**config.mk**
```make
export PLATFORM = sky130hd
export DESIGN_NAME = sipo_pack
export DESIGN_NICKNAME = d
export VERILOG_FILES = /design/src/rtl/sipo_pack.sv
export SDC_FILE = /design/constraint.sdc
export NUM_CORES = 1
export LEC_CHECK = 0
export CAP_MARGIN = 20
export CORE_ASPECT_RATIO = 0.7
export CORE_MARGIN = 8
export CORE_UTILIZATION = 25
export CTS_CLUSTER_DIAMETER = 50
export DETAILED_ROUTE_END_ITERATION = 10
export SLEW_MARGIN = 40
export SYNTH_ARGS = -nofsm -noshare
export SYNTH_HDL_FRONTEND = slang
export SYNTH_SLANG_ARGS = --single-unit
```
**constraint.sdc**
```tcl
create_clock -name CLK -period 2.1 [get_ports CLK]
set_input_delay 0.21 -clock CLK [delete_from_list [all_inputs] [get_ports CLK]]
set_output_delay 0.21 -clock CLK [all_outputs]
set_load 0.005 [all_outputs]
```
**src/rtl/sipo_pack.sv**
```systemverilog
// sipo_pack: serial-in/parallel-out packer.
// Collects DATA_IN_WIDTH-bit beats from a valid/ready stream and emits one
// DATA_OUT_WIDTH-bit word per NUM_BEATS accepted beats. The first accepted beat
// lands in the least-significant lane (lane k = bits [k*DATA_IN_WIDTH +: DATA_IN_WIDTH]).
//
// Ports:
//   CLK        clock, all state updates on the rising edge
//   RESET      synchronous, active-high reset
//   IN_VALID   beat present on DATA_IN
//   DATA_IN    beat data
//   IN_READY   beat accepted this cycle (combinational, depends on OUT_READY)
//   IN_LAST    last beat of a partial word (only with SIPO_PACK_LAST_EN)
//   OUT_VALID  DATA_OUT holds a packed word
//   DATA_OUT   packed word
//   OUT_READY  consumer takes the word this cycle
//
// Optional feature: define SIPO_PACK_LAST_EN to add the IN_LAST port, which
// completes a word early with the unfilled upper lanes zeroed.

module sipo_pack #(
    parameter int unsigned DATA_IN_WIDTH  = 16,
    parameter int unsigned DATA_OUT_WIDTH = 64
) (
    input  logic                      CLK,
    input  logic                      RESET,
    input  logic                      IN_VALID,
    input  logic [DATA_IN_WIDTH-1:0]  DATA_IN,
    output logic                      IN_READY,
`ifdef SIPO_PACK_LAST_EN
    input  logic                      IN_LAST,
`endif
    output logic                      OUT_VALID,
    output logic [DATA_OUT_WIDTH-1:0] DATA_OUT,
    input  logic                      OUT_READY
);

    localparam int unsigned NUM_BEATS = DATA_OUT_WIDTH / DATA_IN_WIDTH;
    localparam int unsigned CNT_W     = $clog2(NUM_BEATS);
    localparam int unsigned ACC_W     = (NUM_BEATS - 1) * DATA_IN_WIDTH;
    localparam logic [CNT_W-1:0] LAST_CNT = CNT_W'(NUM_BEATS - 1);

    if ((DATA_OUT_WIDTH % DATA_IN_WIDTH) != 0 || NUM_BEATS < 2) begin : g_param_check
        $error("sipo_pack: DATA_OUT_WIDTH must be a multiple (>= 2x) of DATA_IN_WIDTH");
    end

    logic [CNT_W-1:0]          cnt_q, cnt_d;
    logic [ACC_W-1:0]          acc_q, acc_d;
    logic                      out_valid_q, out_valid_d;
    logic [DATA_OUT_WIDTH-1:0] data_out_q, data_out_d;
    logic [DATA_OUT_WIDTH-1:0] packed_word;

    logic last_beat;
    logic completing;
    logic out_free;
    logic accept;

`ifdef SIPO_PACK_LAST_EN
    // IN_LAST only means something when a beat is actually presented.
    assign last_beat = IN_VALID && IN_LAST;
`else
    assign last_beat = 1'b0;
`endif

    assign completing = (cnt_q == LAST_CNT) || last_beat;
    assign out_free   = !out_valid_q || OUT_READY;

    // Only the completing beat needs a free output register; the others go to acc.
    assign IN_READY = !RESET && (!completing || out_free);
    assign accept   = IN_VALID && IN_READY;

    // Lanes below cnt from acc, DATA_IN at lane cnt, everything above zero.
    always_comb begin
        packed_word = '0;
        for (int unsigned k = 0; k < NUM_BEATS - 1; k++) begin
            if (k < 32'(cnt_q)) begin
                packed_word[k*DATA_IN_WIDTH +: DATA_IN_WIDTH] =
                    acc_q[k*DATA_IN_WIDTH +: DATA_IN_WIDTH];
            end
        end
        for (int unsigned k = 0; k < NUM_BEATS; k++) begin
            if (k == 32'(cnt_q)) begin
                packed_word[k*DATA_IN_WIDTH +: DATA_IN_WIDTH] = DATA_IN;
            end
        end
    end

    always_comb begin
        cnt_d       = cnt_q;
        acc_d       = acc_q;
        out_valid_d = out_valid_q;
        data_out_d  = data_out_q;

        if (out_valid_q && OUT_READY) begin
            out_valid_d = 1'b0;
        end

        if (accept) begin
            if (completing) begin
                // Overrides the handshake clear: a new word replaces the old one.
                out_valid_d = 1'b1;
                data_out_d  = packed_word;
                cnt_d       = '0;
                acc_d       = '0;
            end else begin
                for (int unsigned k = 0; k < NUM_BEATS - 1; k++) begin
                    if (k == 32'(cnt_q)) begin
                        acc_d[k*DATA_IN_WIDTH +: DATA_IN_WIDTH] = DATA_IN;
                    end
                end
                cnt_d = cnt_q + CNT_W'(1);
            end
        end
    end

    always_ff @(posedge CLK) begin
        if (RESET) begin
            cnt_q       <= '0;
            acc_q       <= '0;
            out_valid_q <= 1'b0;
            data_out_q  <= '0;
        end else begin
            cnt_q       <= cnt_d;
            acc_q       <= acc_d;
            out_valid_q <= out_valid_d;
            data_out_q  <= data_out_d;
        end
    end

    assign OUT_VALID = out_valid_q;
    assign DATA_OUT  = data_out_q;

endmodule
```
# Yosys cells after proc, flatten, opt, wreduce, memory -nomap -nowiden
# Index checks and enable logic that the tools add are counted.
[totals] ff_bits=115 in_bits=20 elab_cells=45
[classes] addsub=1 n_mux=15 eq_ne=4 n_reduce_logical=16 n_lt_le_gt_ge=3
[ops] operator="2-to-1 mux 16 bit" count=10
[ops] operator="2-to-1 mux 48 bit" count=1
[ops] operator="AND reduction 2 bit" count=4
[ops] operator="nonzero test 2 bit" count=3
[ops] operator="equality test 2 bit (first input constant)" count=2
[ops] operator="< comparator 1 x 2 -> 1 bit (first input constant)" count=2
[ops] operator="logical AND 1 bit" count=3
[ops] operator="zero test 1 bit" count=3
[ops] operator="2-to-1 mux 1 bit" count=3
[ops] operator="adder 2 x 1 -> 2 bit (second input constant)" count=1
[ops] operator="equality test 1 x 2 -> 1 bit (first input constant)" count=1
[ops] operator="equality test 2 bit (second input constant)" count=1
[ops] operator="zero test 2 bit" count=1
[ops] operator="logical OR 1 bit" count=2
[ops] operator="< comparator 2 bit (first input constant)" count=1
[ops] operator="2-to-1 mux 2 bit" count=1

# Longest topological paths before layout
[depth] ltp_word=6 mapped_depth=8

# Worst setup path after synthesis
# OpenSTA, ideal clock, no wires.
[synth_timing] kind="reg-to-reg" from="register cnt_q[1]" to="register acc_q[10]" period_less_slack_ps=2206 arrival_time_ps=2085 stages_incl_launch_ff=9 slack_ps=-106 path_buffers=3 cell_sequence="dfxtp_1 clkbuf_1 clkbuf_1 inv_1 ha_1 nor3b_2 nor2b_4 buf_4 o21ai_0"
[synth_between] elab_chain_cells=6 word_cells_on_any_way=9 classes_between="eq/ne: 1; mux: 1; reduce/logical: 7"
[synth_rtl] element="start, declared" line_no="46" rtl="logic [CNT_W-1:0] cnt_q, cnt_d;"
[synth_rtl] element="start signal, assigned" line_no="122" rtl="cnt_q <= cnt_d;"
[synth_rtl] element="equality test 2 bit" line_no="64" rtl="assign completing = (cnt_q == LAST_CNT) || last_beat;"
[synth_rtl] element="zero test 1 bit" line_no="68" rtl="assign IN_READY = !RESET && (!completing || out_free);"
[synth_rtl] element="logical OR 1 bit" line_no="68"
[synth_rtl] element="logical AND 1 bit" line_no="68"
[synth_rtl] element="logical AND 1 bit" line_no="69" rtl="assign accept = IN_VALID && IN_READY;"
[synth_rtl] element="AND reduction 2 bit (no source line)"
[synth_rtl] element="end signal, assigned" line_no="118" rtl="acc_q <= '0;"
[synth_rtl] element="end signal, assigned" line_no="123" rtl="acc_q <= acc_d;"
[synth_rtl] element="end, declared" line_no="47" rtl="logic [ACC_W-1:0] acc_q, acc_d;"
# Parallel ways exist; a longest one is shown, timed or not.
# A chain may end at the register's enable or synchronous reset.

# Worst setup path after layout
[layout_timing] from="register cnt_q[0]" to="register acc_q[11]"
# The elaborated chain is that of the path after synthesis.

==> summary.md <==
| Metric | Value |
|---|---|
| FF-to-FF setup slack | `between 0.2 and 0.3 ns` |
| Maximum VDD drop | `586 uV` |
| Distinct cell type count after synthesis | `28` |
| Max Cap Violations | `0` |
| Chip Height | `137 um` |
| Syn Area/Cell | `9.05 um2` |
| Pins Over Slew Limit | `0` |
| Root buffer cell | `clkbuf_16` |
| Layout cells sized above 1 | `0.107` |
| Final setup fails | `0` |
| Antenna Violating Nets Remaining | `0` |
| RSZ-0062 raised after global routing | `false` |
| Worst-path cell chain | `buf_4 -> inv_1 -> ha_1 -> nor3b_4 -> nor2b_4 -> o21ai_0` |
| Number of global-route vias before repair | `4,529` |
| Antenna violations before repair | `0` |
| Clk sinks | `115` |
| Fin crit period | `about 1.8 ns` |
| Top sig layer | `met4` |
| Achievable frequency | `0.544 GHz` |
| CP Max Fanout | `16` |
| Die area | `25,900 um2` |
| 1st-pass router iterations | `5` |
| Row cnt | `44` |
| Initial Util | `0.254` |
| Outcome | `finished clean` |
| Die Wd | `189 um` |
| Nets | `665` |
| I/O Buffers | `85` |
| CP peak stage delay | `about 0.4 ns` |
| Reg2reg path depth | `6` |
| Hold wc startpoint | `RESET` |
| Hold Fails Final Rpt | `0` |
| DR WL/cell | `about 19 um` |
| Layout Skew | `0.00833 ns` |
| Met1 WL | `9010 um` |
| Critical Path AT | `2.11 ns` |
| CTS tree | `done` |
| DP Wirelength | `11,000 um` |
| Core area | `20,600 um2` |
| Area growth, synth to finish | `33.9%` |
| WP data required | `around 2.4 ns` |
| Register area share after synthesis | `0.439` |
| Vias | `4,765` |
| Hold crit path type | `in2reg` |
| FF-to-FF End | `acc_q[11]` |
| GRT Overall Usage | `0.134` |
| Fillers | `~2,100` |
| Commonest non-fill, non-tap cells in the layout | `dfxtp_1, clkdlybuf4s50_1, nand2_1, a21oi_1, o21ai_0` |
| Cells after synthesis | `579` |
| Cts bufs inserted | `17` |
| Met3 wire len | `~1100 um` |
| Hold Buf Count CTS | `0` |
| RR Startpoint | `cnt_q[0]` |
| Sum Neg Setup Slack | `0 ns` |
| Routed wl met2 | `7330 um` |
| Bufs on Longest Clock Path | `2` |
| Vias/cell | `5.13` |
| Tcrit/Tclk final | `0.875` |
| Initial detailed-routing violation count | `approximately 370` |
| PwrDens | `approximately 830 nW/um2` |
| Clock slew at reported path FFs | `0.05 ns` |
| I/O pin cnt | `86` |
| #FFs+latches synth | `115` |
| Largest net degree at the start of global routing | `66` |
| Clock insertion delay at the later pin of the skew report | `0.41 ns` |
| Layout Utilization | `0.340` |
| Slew headroom | `0.576` |
| Syn_nets | `604` |
| Total wire length | `17,600 um` |
| Most common cell after layout, fill and taps aside | `dfxtp_1` |
| WHS Path Cells | `2` |
| Synthesized area | `5240 um2` |
| H-tree lvl count | `4` |
| Total of warnings raised by yosys | `0` |
| Critical path class | `reg2reg` |
| Worst path slowest cell | `dfxtp_1` |
| Leak | `2.70 nW` |
| Overflow left after global routing | `0` |
| # diodes | `0` |
| Slew @ Worst Pin | `0.637 ns` |
| Final Wtd Congestion | `0.735` |
| First-pass GRT wire length | `between 20,000 and 30,000 um` |
| DRC viols | `0` |
| Critical path startpoint category | `flop` |
| Worst hold endpoint | `cnt_q[1]` |
| Crit. End Element | `flop` |
-- Yosys cell counts, drive strengths merged --
cell     number  area, um2
and3b        18        158
a21oi        67        335
a211oi       32        240
ha            5       62.6
nor2b         2       20.0
nor3b         1       12.5
nand4b       32        280
clkbuf       39        146
dfxtp       115       2300
and2b         1       7.51
o311ai       32        280
buf          29        208
nor2          4       15.0
o21ai        34        170
nand3        16       80.1
or3           1       6.26
o2111ai      16        140
nand2        80        300
nand2b        1       6.26
o211a        16        160
inv           4       15.0
nand3b       18        135
mux2i        16        160
-- metal layers --
| metal | vias up | track usage |
|---|---|---|
| met3 | 14 | 0.0374 |
| met2 | 161 | 0.190 |
| met5 | - | 0 |
| li1 | 2306 | - |
| met1 | 2284 | 0.197 |
| met4 | 0 | 0.0320 |
-- sequential cells by signal, indices dropped and copies added, names as in the netlist --
name       cells
acc_q         48
DATA_OUT      64
cnt_q          2
OUT_VALID      1
-- kinds of logic (layout without fill, tap and decap cells) --
logic type / after synthesis / in the layout / synth area share
AOI/OAI and AO/OA: 197 / 197 / 0.253
and+or+nand+nor: 174 / 174 / 0.195
DFF: 115 / 115 / 0.439
buffers and inverters: 72 / 146 / 0.0704
muxes: 16 / 16 / 0.0306
adders and majority gates: 5 / 5 / 0.0119
-- area by class of cell --
cell class                      count  area [um2]  share of cell area
Clock buffer                       19         443              0.0631
Sequential cell                   115        2300               0.328
Timing Repair Buffer              110        1110               0.158
Multi-Input combinational cell    392        2610               0.372
Clock inverter                     13         184              0.0262
Tap cell                          276         345              0.0492
Inverter                            4        17.5             0.00250
-- worst max-delay path, delay by kind of cell (launching register included) --
kind                       cells  cell delay, ns
AOI/OAI and AO/OA              1            0.16
adders and majority gates      1            0.34
buffers and inverters          2            0.22
and+or+nand+nor                2            0.58
DFF                            1            0.40
-- timing repair --
action | in CTS | in global routing
gates resized for setup | 4 | 2
cloned | 0 | 0
endpoints found under the setup margin | 1 | 1
buffers inserted | 0 | 0
-- power breakdown --
part | internal (mW) | leakage (nW) | switching (mW)
sequential | 2.24 | 0.931 | 0.0306
combinational | 0.162 | 1.47 | 0.293
clock | 2.01 | 0.299 | 1.07
-- how the worst max path moves through the flow --
stage	from	end	slack [ns]	depth (start not counted)
after CTS	cnt_q[1]	IN_READY	0.007	4
after detailed placement	OUT_READY	IN_READY	0.20	4
after global routing	cnt_q[0]	acc_q[9]	0.08	6
after floorplan	cnt_q[1]	acc_q[10]	0.02	8
final	cnt_q[0]	acc_q[11]	0.26	6
after global placement	OUT_READY	IN_READY	0.19	4
-- through the flow --
stage / instance area (um2) / hold slack (ns) / worst slack (ns) / power, mW / instances
floorplan: 5250 / 0.349 / 0.0248 / 2.56 / 579
global placement: 6360 / 0.445 / 0.187 / 2.76 / 897
detailed placement: 6370 / 0.452 / 0.202 / 2.76 / 897
CTS: 7010 / 0.164 / 0.00701 / 5.85 / 929
global route: 7020 / 0.184 / 0.0846 / 6.02 / 929
finish: 7020 / 0.165 / 0.262 / 5.81 / 929
Note: power is estimated with default switching activity, not from simulation.
